<file path="src/rtl/bus_master_if.sv">
// CPU-side bus master: turns single-cycle load/store requests into
// hello/ack bus transactions, stalling the pipeline until the slave answers
// or a bounded timeout expires.
module bus_master_if #(
  parameter int unsigned DW      = 32,
  parameter int unsigned AW      = 32,
  parameter int unsigned TIMEOUT = 16
) (
  input  logic          clk,
  input  logic          rst,
  input  logic          cpu_req_i,
  input  logic          cpu_we_i,
  input  logic [AW-1:0] cpu_addr_i,
  input  logic [DW-1:0] cpu_wdata_i,
  output logic [DW-1:0] cpu_rdata_o,
  output logic          cpu_stall_o,
  output logic          cpu_err_o,
  output logic [DW-1:0] m_data_o,
  output logic [AW-1:0] m_addr_o,
  output logic          m_we_o,
  output logic          m_hello_o,
  input  logic [DW-1:0] m_data_i,
  input  logic          m_ack_i
);

  // TIMEOUT is at most 255, so an 8-bit counter always suffices.
  localparam int unsigned CW = 8;
  localparam logic [CW-1:0] CNT_LAST = CW'(TIMEOUT - 1);

  localparam logic [1:0] S_IDLE = 2'd0;
  localparam logic [1:0] S_BUSY = 2'd1;
  localparam logic [1:0] S_DONE = 2'd2;

  logic [1:0]    state_q, state_d;
  logic [CW-1:0] cnt_q,   cnt_d;
  logic          hello_q, hello_d;
  logic          we_q,    we_d;
  logic          err_q,   err_d;
  logic [AW-1:0] addr_q,  addr_d;
  logic [DW-1:0] wdata_q, wdata_d;
  logic [DW-1:0] rdata_q, rdata_d;

  // State and datapath registers with synchronous reset.
  always_ff @(posedge clk) begin
    if (rst) begin
      state_q <= S_IDLE;
      cnt_q   <= '0;
      hello_q <= 1'b0;
      we_q    <= 1'b0;
      err_q   <= 1'b0;
      addr_q  <= '0;
      wdata_q <= '0;
      rdata_q <= '0;
    end else begin
      state_q <= state_d;
      cnt_q   <= cnt_d;
      hello_q <= hello_d;
      we_q    <= we_d;
      err_q   <= err_d;
      addr_q  <= addr_d;
      wdata_q <= wdata_d;
      rdata_q <= rdata_d;
    end
  end

  // Next-state and next-value logic; everything holds unless a state acts.
  always_comb begin
    state_d = state_q;
    cnt_d   = cnt_q;
    we_d    = we_q;
    err_d   = err_q;
    addr_d  = addr_q;
    wdata_d = wdata_q;
    rdata_d = rdata_q;

    case (state_q)
      S_IDLE: begin
        if (cpu_req_i) begin
          addr_d  = cpu_addr_i;
          we_d    = cpu_we_i;
          wdata_d = cpu_wdata_i;
          cnt_d   = '0;
          err_d   = 1'b0;
          state_d = S_BUSY;
        end
      end
      S_BUSY: begin
        // An ack always beats a coincident timeout.
        if (m_ack_i) begin
          if (!we_q) begin
            rdata_d = m_data_i;
          end
          err_d   = 1'b0;
          state_d = S_DONE;
        end else begin
          cnt_d = cnt_q + CW'(1);
          if (cnt_q == CNT_LAST) begin
            rdata_d = '0;
            err_d   = 1'b1;
            state_d = S_DONE;
          end
        end
      end
      S_DONE: begin
        state_d = S_IDLE;
      end
      default: begin
        state_d = S_IDLE;
      end
    endcase

    hello_d = (state_d == S_BUSY);
  end

  assign cpu_stall_o = ((state_q == S_IDLE) && cpu_req_i) || (state_q == S_BUSY);
  assign m_hello_o   = hello_q;
  assign m_we_o      = we_q;
  assign m_addr_o    = addr_q;
  assign m_data_o    = wdata_q;
  assign cpu_rdata_o = rdata_q;
  assign cpu_err_o   = err_q;

endmodule

</file>
<file path="config.mk">
export PLATFORM = sky130hd
export DESIGN_NAME = bus_master_if
export DESIGN_NICKNAME = d
export VERILOG_FILES = /design/src/rtl/bus_master_if.sv
export SDC_FILE = /design/constraint.sdc
export NUM_CORES = 1
export LEC_CHECK = 0
export CAP_MARGIN = 20
export CORE_ASPECT_RATIO = 0.75
export CORE_UTILIZATION = 39
export DETAILED_ROUTE_END_ITERATION = 10
export GPL_TIMING_DRIVEN = 0
export PLACE_DENSITY = 0.89
export SLEW_MARGIN = 20
export SYNTH_ARGS = -nofsm -noshare
export SYNTH_HDL_FRONTEND = slang
export SYNTH_SLANG_ARGS = --single-unit
</file>
<file path="constraint.sdc">
create_clock -name clk -period 2.3 [get_ports clk]
set_clock_uncertainty 0.15 [all_clocks]
set_input_delay 0.46 -clock clk [delete_from_list [all_inputs] [get_ports clk]]
set_output_delay 0.46 -clock clk [all_outputs]
set_load 0.03 [all_outputs]
</file>
==> impl_summary.md <==
Yosys
A synthesized cell averages 9.03 µm². The sequential fraction of the synthesis area is 57.4%. Summed over all instances, the cell type with the most area after synthesis is sky130_fd_sc_hd__dfxtp_1.

Yosys attributes the largest share of cell area to sky130_fd_sc_hd__dfxtp_1 (57%), sky130_fd_sc_hd__nand2_1 (13%), sky130_fd_sc_hd__a21oi_1 (9.2%). The count of warnings emitted by yosys is 0. The commonest cells after synthesis are sky130_fd_sc_hd__nand2_1 (134), sky130_fd_sc_hd__dfxtp_1 (109), sky130_fd_sc_hd__a21oi_1 (70). In this run the cell area of the synthesized design comes to 3800 µm². The number of register bits inferred by synthesis is 109. The count of flip-flops with a built-in enable after synthesis is 0. The share of synthesized registers carrying an async set or reset is 0%.

The predominant post-synthesis flop cell is sky130_fd_sc_hd__dfxtp_1. The number of standard cells after synthesis is 421. The total nets after synthesis is 523. The most instantiated library cell after synthesis is sky130_fd_sc_hd__nand2_1. Summed over its instances, the top area cell type makes up 57.4% of the synthesized netlist area.

Synthesis instantiated 35 different standard cells from the library.

STA
The max-slew violation total from the final report is 0. For this run, the top clock speed supported by timing is 455 MHz. For the pin with the worst max-slew slack, the measured transition is 0.581 ns.

The final clock period utilization by the worst path is 95.6%. Across all hold checks on the routed design, the worst slack comes to 0.304 ns. Setup repair after global routing left no endpoint under its margin. The smallest clock period supported by the final layout is computed as 2.20 ns. In this run the tightest slew margin relative to its limit is 61.2%. The count of endpoints failing setup in the final report is 0.

The number of failing hold endpoints at the final stage is 0.

Clocking
The cell sitting at the root of the clock tree is a sky130_fd_sc_hd__clkbuf_16. Buffers inserted to repair hold after CTS numbered 0. Counting every sink on the clock net gives 109.

After clock tree synthesis, the clock-pin slew on the worst setup and hold paths is 0.06 ns. The clock tree from TritonCTS is yes. The number of H-tree levels is 3. The TritonCTS buffer count is 9. Counting along the longest clock path gives a buffer depth of 2. The clock network latency to the later pin of the worst-skew pair is 0.33 ns.

Route
The number of vias per cell is 4.97. The number of DRC markers in iteration 0 is 143. The total vias in the final route is 3790. The average wire per standard cell is 15.1 µm. The number of nets still failing antenna checks after routing is 0.

The total DRC errors in the routed layout is 0. The total routed wirelength is 11600 µm. The number of iterations in the first detailed-routing pass is 4.

Global route
The maximum number of pins on one net before global-route repair is 17. The total grt overflow is 0. The number of antenna violations at the first check in global routing is 0. Across every metal layer, demand over resource in global routing totals 23.1%. The via count of the first global-routing pass was 3673.

The global-route wire length before repair is 17800 µm.

Run status
The flow ran to the end, and the final reports show no timing, DRC or antenna violations.

Power and ir drop
The cell internal power dissipation is 3.33 mW. The part of the power in the clock network is 35.4%. The power per cell area is 715 nW/µm². In this run the power spent charging and discharging nets is 1.16 mW. The sequential share of power is 45.4%. VDD sags by at most 0.506 mV. The combinational group share of total power is 19.1%. The switching share of total power is 25.8%. The overall power after layout is 4.49 mW.

The leakage dissipation is 2.34 nW.

Placed design
The count of input and output buffers is 200. The total half-perimeter wirelength after legalization and detailed placement is 8820 µm. The congestion estimate from routability-driven global placement came to 0.811.

Run
The tool flagged a number of max-cap violations equal to 0.

Die
The die covers 10100 µm². After floorplanning, the core was divided into 30 placement rows. The initial core utilization is 41.2%. The floorplan step defined a core boundary enclosing 9230 µm². The vertical die dimension is 87.5 µm.

The floorplan step set the die width to 116 µm. The I/O pin total is 201.

Worst setup path
The worst setup path is captured at an output port. The setup path with the least slack is of type input port to output port. The critical path data required time is 1.69 ns. The type of origin of the critical path is an input port. Of all nets on the critical path, the largest fanout is 3. The critical path arrival is 1.59 ns.

Cells and area
The area growth from synthesis to layout is 65.2%. The antenna diode instance count is 0. The layout cell share with drive strength beyond 1 is 5.51%. In the final design database the tool counted 734 nets.

Hold path
The path class of the tightest hold or removal check is flip-flop to flip-flop.
## path summary, 6_finish.rpt
kind | from | to | slack, ns | cells past startpoint
min reg2reg | m_addr_o[0] | m_addr_o[0] | 0.30 | 2
max reg2reg | state_q[1] | m_data_o[7] | 0.35 | 7
max | cpu_req_i | cpu_stall_o | 0.10 | 4
min | m_addr_o[0] | m_addr_o[0] | 0.30 | 2
## logic make-up after synthesis
group | after synthesis | synth area share [%]
AO/OA/AOI/OAI | 113 | 19.6
buffers and inverters | 33 | 4.18
flip-flops | 109 | 57.4
XOR/XNOR | 4 | 0.922
AND/OR/NAND/NOR | 161 | 17.6
adder cells (fa/ha/maj) | 1 | 0.329
## worst max-delay path, stage by stage
cell	delay, ns
sky130_fd_sc_hd__clkdlybuf4s50_1	0.45
sky130_fd_sc_hd__o21ai_1	0.25
sky130_fd_sc_hd__inv_1	0.06
sky130_fd_sc_hd__dlygate4sd2_1	0.36
## registers in the layout (all words and copies together) (netlist names)
signal / cells
state_q: 2
m_hello_o: 1
m_addr_o: 32
m_we_o: 1
m_data_o: 32
cpu_rdata_o: 32
cpu_err_o: 1
cnt_q: 8
## final cells by class
| class | count | area, µm² |
|---|---|---|
| sequential | 109 | 2180 |
| inverter | 2 | 7.51 |
| fill | 721 | 2960 |
| clock buffer | 10 | 229 |
| buffer | 31 | 153 |
| clock inverter | 4 | 75.1 |
| tap | 128 | 160 |
| timing repair buffer | 200 | 2000 |
| multi-input combinational | 279 | 1470 |
## repair_timing
item / CTS / global route
setup endpoints to repair: 21 / 33
pin swaps: 0 / 0
gates resized for setup: 3 / 3
setup buffers: 0 / 0
## stage by stage
| step | setup slack (ns) | area [µm²] | cells | setup TNS, ns | util, % |
|---|---|---|---|---|---|
| global route | 0.00226 | 6280 | 763 | 0 | 68.0 |
| floorplan | 0.483 | 3800 | 421 | 0 | - |
| detailed placement | -0.415 | 5960 | 749 | -17.94 | 64.6 |
| CTS | 0.0474 | 6270 | 763 | 0 | 67.9 |
| global placement | -0.350 | 5960 | 749 | -14.48 | 64.6 |
| finish | 0.102 | 6280 | 763 | 0 | 68.0 |
## power groups by stage
stage	Sequential [mW]	Combinational (mW)	Clock (mW)
finish	2.04	0.860	1.59
global route	2.05	0.917	1.72
floorplan	2.27	0.228	0
CTS	2.04	0.862	1.63
global placement	2.08	0.839	0
detailed placement	2.08	0.856	0
## per-layer routing
layer  up-vias  GRT usage (%)  routed length [µm]
met1      1771           25.3                4630
met5         -              0                   0
met4         0           7.69                 112
li1       1842              -                   -
met3        10           9.81                1230
met2       167           40.1                5580
## placed cells by master, fill, tap and decap left out, drive strengths merged, types with 2 or more instances in the layout
cell,count
clkdlybuf4s50,199
nand2,134
dfxtp,109
a21oi,70
a22o,32
clkbuf,28
buf,13
nor2,8
nor3,5
xor2,3
o21ai,3
inv,2
nand2b,2
nand3,2
a22oi,2
bufinv,2
clkinvlp,2
nor3b,2
or3b,2
or4,2
o2111ai,2
Power figures use the tool's default switching activity.
